==> src/rtl/posit_pkg.sv <==
`default_nettype none
// ============================================================================
// posit_pkg : shared class encoding, pipeline payloads and pattern helpers
//             for the posit datapath.
// Rev 1.0
// ============================================================================
package posit_pkg;

  localparam int MAX_N   = 32;
  localparam int MAX_ES  = 3;
  localparam int FRAC_W  = 23;
  localparam int BS      = $clog2(MAX_N);
  localparam int SCALE_W = MAX_ES + BS + 2;
  localparam int RUN_W   = BS + 1;

  typedef enum logic [1:0] {
    PC_ZERO = 2'd0,
    PC_NORM = 2'd1,
    PC_NAR  = 2'd2
  } pclass_t;

  // Stage 1 -> 2: classified operand with unbiased binary scale
  typedef struct packed {
    pclass_t                    cls;
    logic                       sign;
    logic signed [SCALE_W-1:0]  scale;
    logic [FRAC_W-1:0]          frac;
  } unpack_t;

  // Stage 2 -> 3: regime run description and saturation decision
  typedef struct packed {
    pclass_t            cls;
    logic               sign;
    logic               sat_max;
    logic               sat_min;
    logic               k_neg;
    logic [RUN_W-1:0]   run;
    logic [MAX_ES-1:0]  e;
    logic [FRAC_W-1:0]  frac;
  } regime_t;

  function automatic logic [MAX_N-1:0] maxpos(input int n);
    return (MAX_N'(1) << (n - 1)) - MAX_N'(1);
  endfunction

  // Low bit of maxpos is always set, so this is simply 1 for any width
  function automatic logic [MAX_N-1:0] minpos(input int n);
    return maxpos(n) & MAX_N'(1);
  endfunction

  function automatic logic [MAX_N-1:0] nar_pat(input int n);
    return MAX_N'(1) << (n - 1);
  endfunction

endpackage : posit_pkg
`default_nettype wire

==> src/rtl/posit_lzc.sv <==
`default_nettype none
// ============================================================================
// posit_lzc : parameterized leading-zero count; all-zero input returns W.
// Rev 1.0
// ============================================================================
module posit_lzc #(
  parameter int W = 23
) (
  input  logic [W-1:0]           in_bits,
  output logic [$clog2(W+1)-1:0] count
);

  localparam int CW = $clog2(W + 1);

  // Ascending scan: the highest set bit is the last one written
  always_comb begin
    count = CW'(W);
    for (int i = 0; i < W; i++) begin
      if (in_bits[i]) count = CW'(W - 1 - i);
    end
  end

endmodule : posit_lzc
`default_nettype wire

==> src/rtl/fp32_to_posit.sv <==
`default_nettype none
// ============================================================================
// fp32_to_posit : 3-stage IEEE-754 binary32 -> posit<N,ES> converter with
//                 valid/ready back-pressure. FP32_TO_POSIT_INEXACT_EN adds out_inexact.
// Rev 1.0
// ============================================================================
module fp32_to_posit
  import posit_pkg::*;
#(
  parameter int N  = 32,
  parameter int ES = 2
) (
  input  logic         clk,
  input  logic         rst,
  input  logic         in_valid,
  output logic         in_ready,
  input  logic [31:0]  in_fp,
  output logic         out_valid,
  input  logic         out_ready,
  output logic [N-1:0] out_posit,
  output logic         out_nar
`ifdef FP32_TO_POSIT_INEXACT_EN
  ,
  output logic         out_inexact
`endif
);

  localparam int                        CAP     = (N - 2) << ES;
  localparam logic signed [SCALE_W-1:0] CAP_S   = SCALE_W'(CAP);
  localparam logic [63:0]               ST_MASK = (64'd1 << (63 - N)) - 64'd1;
  localparam logic [N-1:0]              MAXP    = N'(maxpos(N));
  localparam logic [N-1:0]              MINP    = N'(minpos(N));
  localparam logic [N-1:0]              NARP    = N'(nar_pat(N));

  logic    s1_valid, s2_valid, s3_valid;
  logic    s1_adv, s2_adv, s3_adv;
  unpack_t s1_d, s1_q;
  regime_t s2_d, s2_q;

  assign s3_adv    = out_ready | ~s3_valid;
  assign s2_adv    = ~s2_valid | s3_adv;
  assign s1_adv    = ~s1_valid | s2_adv;
  assign in_ready  = s1_adv;
  assign out_valid = s3_valid;

  // ---------------- Stage 1: unpack and classify ----------------
  logic [7:0]        in_exp;
  logic [FRAC_W-1:0] in_frac;
  logic [4:0]        lz;

  assign in_exp  = in_fp[30:23];
  assign in_frac = in_fp[22:0];

  posit_lzc #(.W(FRAC_W)) u_lzc (
    .in_bits (in_frac),
    .count   (lz)
  );

  always_comb begin
    s1_d      = '0;
    s1_d.sign = in_fp[31];
    if (in_exp == 8'hFF)                      s1_d.cls = PC_NAR;
    else if (in_exp == 8'h00 && in_frac == '0) s1_d.cls = PC_ZERO;
    else                                      s1_d.cls = PC_NORM;
    if (in_exp == 8'h00) begin
      // Subnormal: leading one becomes the hidden bit
      s1_d.scale = -SCALE_W'(127) - SCALE_W'(lz);
      s1_d.frac  = (in_frac << lz) << 1;
    end else begin
      s1_d.scale = SCALE_W'(in_exp) - SCALE_W'(127);
      s1_d.frac  = in_frac;
    end
  end

  // ---------------- Stage 2: regime and saturation ----------------
  logic signed [SCALE_W-1:0] s1_scale, k;

  assign s1_scale = s1_q.scale;
  assign k        = s1_scale >>> ES;

  always_comb begin
    s2_d         = '0;
    s2_d.cls     = s1_q.cls;
    s2_d.sign    = s1_q.sign;
    s2_d.sat_max = (s1_scale > CAP_S);
    s2_d.sat_min = (s1_scale < -CAP_S);
    s2_d.k_neg   = k[SCALE_W-1];
    s2_d.run     = s2_d.k_neg ? RUN_W'(-k) : RUN_W'(k + 1);
    s2_d.e       = s1_scale[MAX_ES-1:0];
    s2_d.frac    = s1_q.frac;
  end

  // ---------------- Stage 3: pack and round ----------------
  logic [63:0]  tail, head, body;
  logic [N-2:0] mag;
  logic         g, r, st, ulp;
  logic [N-1:0] sum, mfin, posit_d;
  logic         nar_d;

  // Left-aligned {e, frac}; shifting drops the exponent bits above ES
  assign tail = {s2_q.e, s2_q.frac, 38'b0} << (MAX_ES - ES);
  assign head = s2_q.k_neg ? (64'h8000_0000_0000_0000 >> s2_q.run)
                           : ~({64{1'b1}} >> s2_q.run);
  assign body = head | (tail >> ({1'b0, s2_q.run} + 7'd1));
  assign mag  = body[63 -: N-1];
  assign g    = body[64-N];
  assign r    = body[63-N];
  assign st   = |(body & ST_MASK);
  assign ulp  = g & (r | st | mag[0]);
  assign sum  = {1'b0, mag} + N'(ulp);

`ifdef FP32_TO_POSIT_INEXACT_EN
  logic inexact_d;
`endif

  always_comb begin
    posit_d = '0;
    nar_d   = 1'b0;
    mfin    = '0;
`ifdef FP32_TO_POSIT_INEXACT_EN
    inexact_d = 1'b0;
`endif
    case (s2_q.cls)
      PC_NAR: begin
        posit_d = NARP;
        nar_d   = 1'b1;
      end
      PC_ZERO: posit_d = '0;
      default: begin
        if (s2_q.sat_max)      mfin = MAXP;
        else if (s2_q.sat_min) mfin = MINP;
        else if (sum[N-1])     mfin = MAXP;
        else if (sum == '0)    mfin = MINP;
        else                   mfin = {1'b0, sum[N-2:0]};
        posit_d = s2_q.sign ? (~mfin + N'(1)) : mfin;
`ifdef FP32_TO_POSIT_INEXACT_EN
        inexact_d = s2_q.sat_max | s2_q.sat_min | g | r | st;
`endif
      end
    endcase
  end

  always_ff @(posedge clk) begin
    if (rst) begin
      s1_valid  <= 1'b0;
      s2_valid  <= 1'b0;
      s3_valid  <= 1'b0;
      out_posit <= '0;
      out_nar   <= 1'b0;
`ifdef FP32_TO_POSIT_INEXACT_EN
      out_inexact <= 1'b0;
`endif
    end else begin
      if (s1_adv) begin
        s1_valid <= in_valid;
        if (in_valid) s1_q <= s1_d;
      end
      if (s2_adv) begin
        s2_valid <= s1_valid;
        if (s1_valid) s2_q <= s2_d;
      end
      if (s3_adv) begin
        s3_valid <= s2_valid;
        if (s2_valid) begin
          out_posit <= posit_d;
          out_nar   <= nar_d;
`ifdef FP32_TO_POSIT_INEXACT_EN
          out_inexact <= inexact_d;
`endif
        end
      end
    end
  end

endmodule : fp32_to_posit
`default_nettype wire

==> config.mk <==
export PLATFORM = sky130hd
export DESIGN_NAME = fp32_to_posit
export DESIGN_NICKNAME = d
export VERILOG_FILES = /design/src/rtl/posit_pkg.sv /design/src/rtl/posit_lzc.sv /design/src/rtl/fp32_to_posit.sv
export SDC_FILE = /design/constraint.sdc
export NUM_CORES = 1
export LEC_CHECK = 0
export ABC_AREA = 1
export ABC_CLOCK_PERIOD_IN_PS = 7800
export BUFFER_PORTS_ARGS = -buffer_cell sky130_fd_sc_hd__buf_2
export CORE_MARGIN = 5
export CORE_UTILIZATION = 30
export CTS_CLUSTER_DIAMETER = 150
export CTS_CLUSTER_SIZE = 25
export DETAILED_ROUTE_END_ITERATION = 16
export PLACE_DENSITY_LB_ADDON = 0.05
export SYNTH_ARGS = -nofsm -noshare
export SYNTH_HDL_FRONTEND = slang
export SYNTH_SLANG_ARGS = --single-unit
==> constraint.sdc <==
create_clock -name clk -period 7.8 [get_ports clk]
set_clock_uncertainty 0.1 [all_clocks]
set_input_delay 1.56 -clock clk [delete_from_list [all_inputs] [get_ports clk]]
set_output_delay 1.56 -clock clk [all_outputs]
set_load 0.02 [all_outputs]
* Yosys cells after proc, flatten, opt, wreduce, memory -nomap -nowiden
Index checks and enable logic that the tools add are counted.
** Word-level totals
- Logic and storage cells :: 91
- Register bits :: 109
- Output and inout port bits :: 35
- Bits of input ports :: 36
** Operators by class
- Mux-type cells :: 35
- Add/sub/neg operators :: 7
- Magnitude comparators :: 2
- Shifts and indexed selects :: 4
- Equality and inequality tests :: 2
- Bitwise logic cells :: 13
- Reduce and logical (&&, ||, !) cells :: 10
** Operator list (number)
- >> shifter 64 x 6 -> 64 bit (first input constant) :: 2
- 2-to-1 mux 31 bit :: 4
- 2-to-1 mux 5 bit :: 16
- 2-to-1 mux 32 bit :: 2
- 2-to-1 mux 64 bit :: 1
- inverter 64 bit :: 1
- OR 64 bit :: 1
- case mux 32 bit (2 select lines) :: 1
- >> shifter 64 x 7 -> 64 bit :: 1
- 2-to-1 mux 33 bit :: 1
- adder 31 x 1 -> 32 bit :: 1
- adder 32 x 1 -> 32 bit (second input constant) :: 1
- logical NOT 32 bit :: 1
- inverter 32 bit :: 1
- OR reduction 31 bit :: 1
- logical NOT 23 bit :: 1
- << shifter 23 x 5 -> 22 bit :: 1
- 2-to-1 mux 3 bit :: 4
- greater-than comparator 10 x 8 -> 1 bit (second input constant) :: 1
- less-than comparator 10 x 8 -> 1 bit (second input constant) :: 1
- subtractor 8 x 6 -> 9 bit (first input constant) :: 1
- subtractor 8 x 7 -> 9 bit (second input constant) :: 1
- == test 8 bit (second input constant) :: 1
- logical NOT 8 bit :: 1
- other kinds (15) :: 26

* Longest topological paths before layout
Gate-level depths: netlist (run 1).
- Word-level depth :: 25
- Mapped depth :: 38
- Depth with buffers taken out :: 37

* Cells and area by module
A second synthesis (run 1) with hierarchy kept.
** Second synthesis, totals
- Cells, all modules :: 1874
- Area total of the unflattened synthesis :: 11292.1 um2
** Modules (own cells, without submodules)
- fp32_to_posit :: cells each 1807, area each 10969.3 um2, times used 1, seq. area each 2882.8 um2
- posit_lzc :: cells each 67, area each 322.8 um2, times used 1, seq. area each 0.0 um2

* Least setup slack after synthesis (run 1)
OpenSTA, ideal clock, no wires.
- Kind :: input-to-reg
- Start :: input in_fp[0]
- End :: register s1_q[18] in the netlist's numbering (data pin)
- Cell stages on the path :: 27
- Library setup time :: 0.264 ns
- Data arrival time :: 3.652 ns
- Data required time :: 7.436 ns
- Path slack :: 3.783 ns
- Path buffers :: 1
- Path through :: inv_1 > o21ai_0 > a21oi_1 > o21ai_0 > nand2_1 > nand2_1 > nand2_1 > nand2_1 > nand2_1 > nand2_1 > nand2_1 > nand2_1 > nand2_1 > nand2_1 > nand2_1 > nand2_1 > nand2_1 > nand3_1 > nand2_1 > clkbuf_1 > nand2_1 > o21ai_0 > o21ai_0 > o21ai_0 > nor2_1 > o21ai_0 > o21ai_0
** RTL lines
- start, declared :: RTL line fp32_to_posit.sv:17 : input logic [31:0] in_fp,
- end signal, assigned :: RTL line fp32_to_posit.sv:156 : if (in_valid) s1_q <= s1_d;
- end, declared :: RTL line fp32_to_posit.sv:37 : unpack_t s1_d, s1_q;

* Worst setup path in the final report (run 1)
- Start :: register s2_q[26] in the netlist's numbering
- End :: register out_posit[16]
** Between the ends
- Cells in the longest elaborated chain, start to end :: 19
- Elaborated cells on any way between the ends :: 22
- Those cells by class :: add/sub (3); shift (3); mux (8); bitwise (6); reduce/logical (2)
** RTL lines
- start, declared :: RTL line fp32_to_posit.sv:38 : regime_t s2_d, s2_q;
- start signal, assigned :: RTL line fp32_to_posit.sv:160 : if (s1_valid) s2_q <= s2_d;
- parallel branches: the longest is 3 deep, another holds adder 6 x 1 -> 7 bit
- OR 64 bit * :: RTL line fp32_to_posit.sv:104 : assign body = head | (tail >> ({1'b0, s2_q.run} + 7'd1));
- OR reduction 31 bit :: RTL line fp32_to_posit.sv:108 : assign st = |(body & ST_MASK);
- OR 1 bit (2 in series) :: RTL line fp32_to_posit.sv:109 : assign ulp = g & (r | st | mag[0]);
- bitwise AND 1 bit :: RTL line fp32_to_posit.sv:109
- adder 31 x 1 -> 32 bit * :: RTL line fp32_to_posit.sv:110 : assign sum = {1'b0, mag} + N'(ulp);
- logical NOT 32 bit :: RTL line fp32_to_posit.sv:133 : else if (sum == '0) mfin = MINP;
- 2-to-1 mux 31 bit :: RTL line fp32_to_posit.sv:133
- 2-to-1 mux 31 bit * :: RTL line fp32_to_posit.sv:132 : else if (sum[N-1]) mfin = MAXP;
- 2-to-1 mux 31 bit * :: RTL line fp32_to_posit.sv:131 : else if (s2_q.sat_min) mfin = MINP;
- 2-to-1 mux 31 bit * :: RTL line fp32_to_posit.sv:130 : if (s2_q.sat_max) mfin = MAXP;
- 2-to-1 mux 32 bit * :: RTL line fp32_to_posit.sv:123 : case (s2_q.cls)
- inverter 32 bit :: RTL line fp32_to_posit.sv:135 : posit_d = s2_q.sign ? (~mfin + N'(1)) : mfin;
- adder 32 x 1 -> 32 bit :: RTL line fp32_to_posit.sv:135
- 2-to-1 mux 32 bit * :: RTL line fp32_to_posit.sv:135
- case mux 32 bit (2 select lines) * :: RTL line fp32_to_posit.sv:123
- end signal, assigned :: RTL line fp32_to_posit.sv:165 : out_posit <= posit_d;
- end, declared :: RTL line fp32_to_posit.sv:20 : output logic [N-1:0] out_posit,
Every way passes the cells marked *. The select of a mux whose other input is x is not followed.
A chain may end at the register's enable or synchronous reset.

==> flow_summary.json, run 1 <==
{
  "crit_slowest_cell": "inv_2",
  "cellInternalPower_uw": 966.8,
  "timing.critical_path.mode_cell": "nand2_1",
  "cts_root_buf": "clkbuf_16",
  "min_period_over_period": 0.7272,
  "cp-start-kind": "register",
  "layout-area-overhead-vs-synth_pct": 8.596,
  "synth_async_sr_flop_share": 0,
  "drt_first_pass_iters": 5,
  "route.detailed.vias_per_inst": 5.096,
  "core_area_sq_um": 37400,
  "clock-sinks": 108,
  "crit-reg2reg-capture": "out_posit[16]",
  "end_kind": "register",
  "hold-path-endpoint": "s2_q[12]",
  "min_from": "s1_q[12]",
  "synthSimpleGateAreaFrac": 0.4746,
  "number_of_antenna_repair_diodes": 0,
  "setup.worst_path.start": "s2_q[26]",
  "finalSetupTns_ps": 0,
  "port_buffers": 70,
  "total_length_of_routed_wires_mm": 42.63,
  "switching_power_uw": 515.7,
  "synth.yosys.warnings": 0,
  "first_global_vias": 11740,
  "design.final.nets": 1945,
  "share_comb_of_total_power": 0.254,
  "worst-slew-pin-transition_ps": 1105,
  "ys_top_cells_by_count": "nand2_1, nand3_1, inv_1",
  "regArea_sq_um": 2883,
  "postRouteAntennaNets": 0,
  "crit_arrival_ps": 5850,
  "synth_fa_ha_area_frac": 0.008885,
  "syn_area_per_cell_sq_um": 5.961,
  "synth.distinct_cells": 59,
  "yosysSeqAreaShare": 0.2559,
  "synth_top_family_by_area": "simple AND/OR/NAND/NOR gates",
  "post_synth_xor_area_fraction": 0.01855,
  "synth_top_cells_by_area": "nand2_1, edfxtp_1, nand3_1",
  "worstPathBufferInverterCount": 5,
  "worst_ep_required_time_ps": 7980,
  "detail_route.iter0.violations": 1068,
  "dpl.hpwl_mm": 33.59,
  "sw_frac_of_total": 0.3479,
  "syn-cell-area_sq_um": 11270,
  "worst_voltage_drop_across_the_vdd_grid_mv": 0.1036,
  "cts_setup_buffers": 0,
  "rrSetupSlack_ps": 2130,
  "setup_violations": 0,
  "setup_repair_after_global_routing_missed_its_margin": "no",
  "crit_fanout": 32,
  "die_y_um": 203.8,
  "cts_hold_buffers": 0,
  "pin_count_of_the_biggest_net_entering_global_routing": 44,
  "cap_viol_max_count": 0,
  "cts_htree_levels": 3,
  "criticalPathCategory": "reg -> reg",
  "grt_pass1_wl_mm": 67.48,
  "slew_headroom": 0.2614,
  "muxShareOfSynthArea": 0.0008885,
  "fp.dieW_um": 203.8,
  "synthMostInstantiatedCell": "nand2_1",
  "initial_antenna_violation_count": 0,
  "outcome": "finished, final reports clean",
  "cts_tree": "yes",
  "critical_path.max_stage_delay_ps": 500,
  "routed_vias": 12320,
  "maximum_clock_rate_ghz": 0.1763,
  "drive_above_1_share": 0.1191,
  "p_leak_uw": 0.005471,
  "post_drt_wl_per_cell_um": 17.64,
  "nFillCells": 4328,
  "post_synth_inst_count": 1890,
  "ff_latch_count_synth": 108,
  "rr_worst_depth": 35,
  "synth_flop_cell": "edfxtp_1",
  "final-hold-violation-count": 0,
  "whs_path_depth": 0,
  "synth_edf_count": 72,
  "path_delay_family": "simple AND/OR/NAND/NOR gates",
  "die-area_sq_um": 41530,
  "fraction_of_the_mapped_netlist_area_in_compound_gates": 0.1410,
  "clkPwrFrac": 0.313,
  "maxSlewViolCount": 0,
  "multiInputGateArea_sq_um": 7263,
  "pwr_per_cell_area_nw_per_um2": 121.2,
  "syn-num-nets": 1934,
  "rows": 71,
  "gp_congestion": 0.9264,
  "cts_made_buffers": 9,
  "seqPwrFrac": 0.433,
  "drt_drc_violations_left": 0,
  "worst_skew_late_latency_ps": 350,
  "io-pin-count": 71,
  "initial_core_util": 0.3012,
  "worst_setup_hold_path_clk_slew_ps": 80,
  "cts_repair_resize_count": 0,
  "final.min_clock_period_ps": 5672,
  "overflow": 0,
  "synth.largest_area_cell": "nand2_1",
  "timing.hold.worst.class": "reg -> reg",
  "reg2reg_from": "s2_q[26]",
  "finish.utilization": 0.3271,
  "global_route.usage.total": 0.2022,
  "post-synth-top-area-fraction": 0.2212,
  "cts.path.max_buffers": 2
}
layout by cell type, fill, tap and decap left out, types with 15 or more instances in the layout:
cell type / count
nand4_1: 23
buf_4: 18
nor2_2: 21
buf_2: 70
o21ai_0: 127
o21ai_1: 15
nor3_1: 20
nand3_1: 239
xor2_1: 17
nand2_1: 664
nand2_2: 41
nor2_1: 145
inv_1: 148
a21oi_1: 78
nand3_2: 16
edfxtp_1: 72
dfxtp_1: 36
worst max path at each step:
stage                     to  slack, ps  depth (start not counted)
2_1_floorplan       s1_q[18]       3780                         27
6_report       out_posit[16]       2130                         35
4_1_cts        out_posit[16]       2150                         33
3_3_place_gp   out_posit[22]       2230                         33
5_1_grt        out_posit[16]       1590                         35
3_5_place_dp   out_posit[16]       2190                         35
metrics by stage:
| stage | hold slack [ps] | worst slack, ps | cell area (sq um) | std cells | total power [uW] |
|---|---|---|---|---|---|
| final | 323.6 | 2128 | 12230 | 2417 | 1483 |
| after floorplan | 300.3 | 3783 | 11270 | 1890 | 914.0 |
| after global routing | 334.0 | 1588 | 12230 | 2417 | 1575 |
| after CTS | 323.9 | 2153 | 12230 | 2417 | 1498 |
| after global placement | 303.8 | 2227 | 11920 | 2401 | 1031 |
| after detailed placement | 304.5 | 2192 | 11920 | 2401 | 1028 |
power by group through the flow:
stage / combinational [uW] / sequential, uW / clock, uW
finish: 377 / 642 / 464
CTS: 374 / 642 / 482
detailed placement: 373 / 655 / 0
global placement: 376 / 655 / 0
global route: 423 / 644 / 507
floorplan: 259 / 655 / 0
state kept, by name (all words and copies together) (netlist names):
| signal | count |
|---|---|
| s2_valid | 1 |
| out_posit | 32 |
| out_valid | 1 |
| s2_q | 37 |
| s1_scale | 9 |
| s1_valid | 1 |
| out_nar | 1 |
| s1_q | 26 |
layer usage:
layer | global-route usage | part of all wire | up-vias
met2 | 0.3091 | 0.43 | 314
met1 | 0.3087 | 0.51 | 5726
met5 | 0 | 0 | -
met3 | 0.01924 | 0.047 | 42
li1 | - | - | 6236
met4 | 0.04264 | 0.017 | 0
kinds of logic after synthesis:
| logic type | Yosys count |
|---|---|
| adder cells (fa/ha/maj) | 8 |
| XOR/XNOR | 23 |
| AO/OA/AOI/OAI | 285 |
| AND/OR/NAND/NOR | 1205 |
| multiplexers | 1 |
| buffers and inverters | 260 |
| flip-flops | 108 |
area by class of cell:
type | instances | share of cell area
tap | 511 | 0.05226
sequential | 108 | 0.2356
multi-input combinational | 1522 | 0.5937
clock buffer | 9 | 0.01841
timing repair buffer | 88 | 0.03968
inverter | 172 | 0.05328
clock inverter | 7 | 0.007057
Note: power is estimated with default switching activity, not from simulation.
==> run 2, diff against run 1 <==
--- a/config.mk
+++ b/config.mk
@@ -5,8 +5,8 @@
 export SDC_FILE = /design/constraint.sdc
 export NUM_CORES = 1
 export LEC_CHECK = 0
-export ABC_AREA = 1
-export ABC_CLOCK_PERIOD_IN_PS = 7800
+export ABC_AREA = 0
+export ABC_CLOCK_PERIOD_IN_PS = 5190
 export BUFFER_PORTS_ARGS = -buffer_cell sky130_fd_sc_hd__buf_2
 export CORE_MARGIN = 5
 export CORE_UTILIZATION = 30
==> constraint.sdc (replaced) <==
create_clock -name clk -period 5.19 [get_ports clk]
set_clock_uncertainty 0.1 [all_clocks]
set_input_delay 1.038 -clock clk [delete_from_list [all_inputs] [get_ports clk]]
set_output_delay 1.038 -clock clk [all_outputs]
set_load 0.02 [all_outputs]
==> run 2 against run 1 <==
Against the previous run:
- the run now ends with negative setup slack left
- register-to-register slack got worse by 2500 ps
- hold slack got worse by 5.5 ps
- area after synthesis increased by 0.26%
- highest routed layer is now met5
==> flow_summary.json, run 2 <==
{
  "outcome": "finished with violations",
  "failed_checks": "negative setup slack",
  "synth_async_sr_flop_share": 0,
  "first_global_vias": 12680,
  "core_area_sq_um": 37400,
  "synth.largest_area_cell": "edfxtp_1",
  "syn_area_per_cell_sq_um": 8.268,
  "routed_vias": 12730,
  "worst_setup_hold_path_clk_slew_ps": 80,
  "min_period_over_period": 1.081,
  "worst-slew-pin-transition_ps": 838.7,
  "crit_slowest_cell": "mux4_2",
  "global_route.usage.total": 0.2386,
  "final-hold-violation-count": 0,
  "layout.cells.most_common_list": "buf_4, nand2_1, nor2_1, a21oi_1, o21ai_0",
  "placed_area_sq_um": 15160,
  "final.hold.worst_slack_ps": 318.1,
  "dpl.hpwl_mm": 40.98,
  "maxSlewViolCount": 0,
  "ff_latch_count_synth": 108,
  "reg_top3": "s2_q (37), out_posit (32), s1_q (26)",
  "drive_above_1_share": 0.3820,
  "route.detailed.vias_per_inst": 5.555,
  "design.final.nets": 1819,
  "cap_viol_max_count": 0,
  "top_register": "s2_q",
  "critical_path.max_stage_delay_ps": 510,
  "synth_edf_count": 72,
  "die_y_um": 204.0,
  "initial_antenna_violation_count": 1,
  "fin_ws_ps": -419.9,
  "overflow": 0,
  "port_buffers": 70,
  "sw_frac_of_total": 0.3073,
  "worst_ep_required_time_ps": 5360,
  "cts.path.max_buffers": 2,
  "final_area_sq_um": 15890,
  "synthMostInstantiatedCell": "nand2_1",
  "clkPwrFrac": 0.316,
  "finish.utilization": 0.4248,
  "fp.dieW_um": 204.0,
  "total_length_of_routed_wires_mm": 50.37,
  "cts_tree": "yes",
  "ys_top_cells_by_count": "nand2_1, nor2_1, a21oi_1",
  "cp-start-kind": "register",
  "nFillCells": 3898,
  "synth.distinct_cells": 99,
  "detail_route.iter0.violations": 1008,
  "drt_drc_violations_left": 0,
  "drt_first_pass_iters": 6,
  "initial_core_util": 0.3020,
  "cts_root_buf": "clkbuf_16",
  "pin_count_of_the_biggest_net_entering_global_routing": 38,
  "placement.setup.worst_slack_ps": -564.8,
  "pwr_per_cell_area_nw_per_um2": 140.2,
  "synth.yosys.warnings": 0,
  "end_kind": "register",
  "switching_power_uw": 684.5,
  "die-area_sq_um": 41630,
  "postRouteAntennaNets": 0,
  "rows": 71,
  "share_comb_of_total_power": 0.249,
  "syn-cell-area_sq_um": 11290,
  "number_of_antenna_repair_diodes": 0,
  "post_drt_wl_per_cell_um": 21.99,
  "setup_repair_after_global_routing_missed_its_margin": "yes",
  "timing.hold.worst.class": "reg -> reg",
  "regArea_sq_um": 2883,
  "synth_flop_cell": "edfxtp_1",
  "layout_commonest_cell": "buf_4",
  "cts_made_buffers": 9,
  "synth_top_cells_by_area": "edfxtp_1, dfxtp_1, mux4_2",
  "post_synth_inst_count": 1366,
  "worst_skew_late_latency_ps": 370,
  "layout-area-overhead-vs-synth_pct": 40.66,
  "io-pin-count": 71,
  "crit_fanout": 15,
  "syn-num-nets": 1410,
  "criticalPathCategory": "reg -> reg",
  "maximum_clock_rate_ghz": 0.1783,
  "grt_pass1_wl_mm": 77.16,
  "post-synth-top-area-fraction": 0.1914,
  "timing.critical_path.mode_cell": "buf_4",
  "crit_arrival_ps": 5780,
  "yosysSeqAreaShare": 0.2552,
  "worst_voltage_drop_across_the_vdd_grid_mv": 0.1417,
  "slew_headroom": 0.4408,
  "multiInputGateArea_sq_um": 8125,
  "clock-sinks": 108,
  "seqPwrFrac": 0.435,
  "max_ffs_per_register": 37,
  "p_leak_uw": 0.006446,
  "cts_htree_levels": 3,
  "final.min_clock_period_ps": 5610,
  "gp_congestion": 0.9397,
  "cellInternalPower_uw": 1543,
  "setup_violations": 13
}
[run 2: changes by cell type in the layout (fill, tap and decap cells not counted), moves of 20 or more]
cell     previous run  this run
mux2i_1             1        46
nor2_2             21         1
inv_1             148        21
buf_4              18       414
mux2_2              0        29
xnor2_1             5        33
mux4_2              0        30
nand3_1           239        41
nand2_2            41         0
nor3_1             20        47
nand2_1           664       138
o21ai_0           127        74
nor2_1            145       104
[run 2: final timing paths]
| kind | to | cells after the start | startpoint | slack [ps] |
|---|---|---|---|---|
| setup / recovery | out_posit[22] | 29 | s2_q[27] | -420 |
| hold / removal | s2_q[14] | 0 | s1_q[14] | 320 |
| setup reg to reg | out_posit[22] | 29 | s2_q[27] | -420 |
| hold reg to reg | s2_q[14] | 0 | s1_q[14] | 320 |
[run 2: cells by family (layout without fill, tap and decap cells)]
kind of cell               count (synthesis)  in the layout  share of synthesized area
AOI/OAI and AO/OA                        434            434                     0.2654
xor gates and xnor gates                  59             59                    0.04575
adders and majority gates                  8              8                   0.008863
buffers and inverters                    136            550                    0.05672
DFF                                      108            108                     0.2552
muxes                                    110            110                     0.1349
and+or+nand+nor                          511            511                     0.2331
[run 2: area by class of cell]
type / count / share of cell area
Multi-Input combinational cell: 1122 / 0.5115
Timing Repair Buffer: 503 / 0.2399
Sequential cell: 108 / 0.1815
Tap cell: 511 / 0.04025
Clock buffer: 9 / 0.01418
Inverter: 31 / 0.007325
Clock inverter: 7 / 0.005434
[run 2: timing repair]
action | CTS | global route
endpoints found under the hold margin | 0 | 0
buffers inserted | 10 | 4
hold buffers | 0 | 0
setup endpoints to repair | 19 | 26
gates resized for setup | 31 | 27
pin swaps | 24 | 14
cloned | 1 | 0
[run 2: metal layers]
layer	up-vias	track usage	routed length, um
met5	-	0	7
met4	2	0.07586	1448
met3	76	0.03332	2653
met2	370	0.3792	22930
met1	6210	0.3366	23340
li1	6068	-	-
[run 2: metrics by stage]
step	std cells	TNS (ps)	power, uW
finish	2291	-3579	2228
global route	2291	-7306	2337
CTS	2287	-3478	2248
detailed placement	2261	-6344	1523
global placement	2261	-5523	1527
floorplan	1366	-137.7	1280
[run 2: power by group through the flow]
stage / combinational [uW] / sequential, uW / clock, uW
after CTS: 546 / 968 / 733
after global placement: 540 / 987 / 0
after detailed placement: 535 / 988 / 0
final: 555 / 968 / 704
after floorplan: 295 / 985 / 0
after global routing: 598 / 972 / 767
[run 2: worst max-delay path: cells and delay by family (launching register included)]
kind | cells | cell delay (ps)
buffers and inverters | 8 | 1090
multiplexers | 1 | 510
flip-flops | 1 | 430
XOR/XNOR | 1 | 180
AO/OA/AOI/OAI | 10 | 2070
AND/OR/NAND/NOR | 7 | 740
adder cells (fa/ha/maj) | 2 | 370
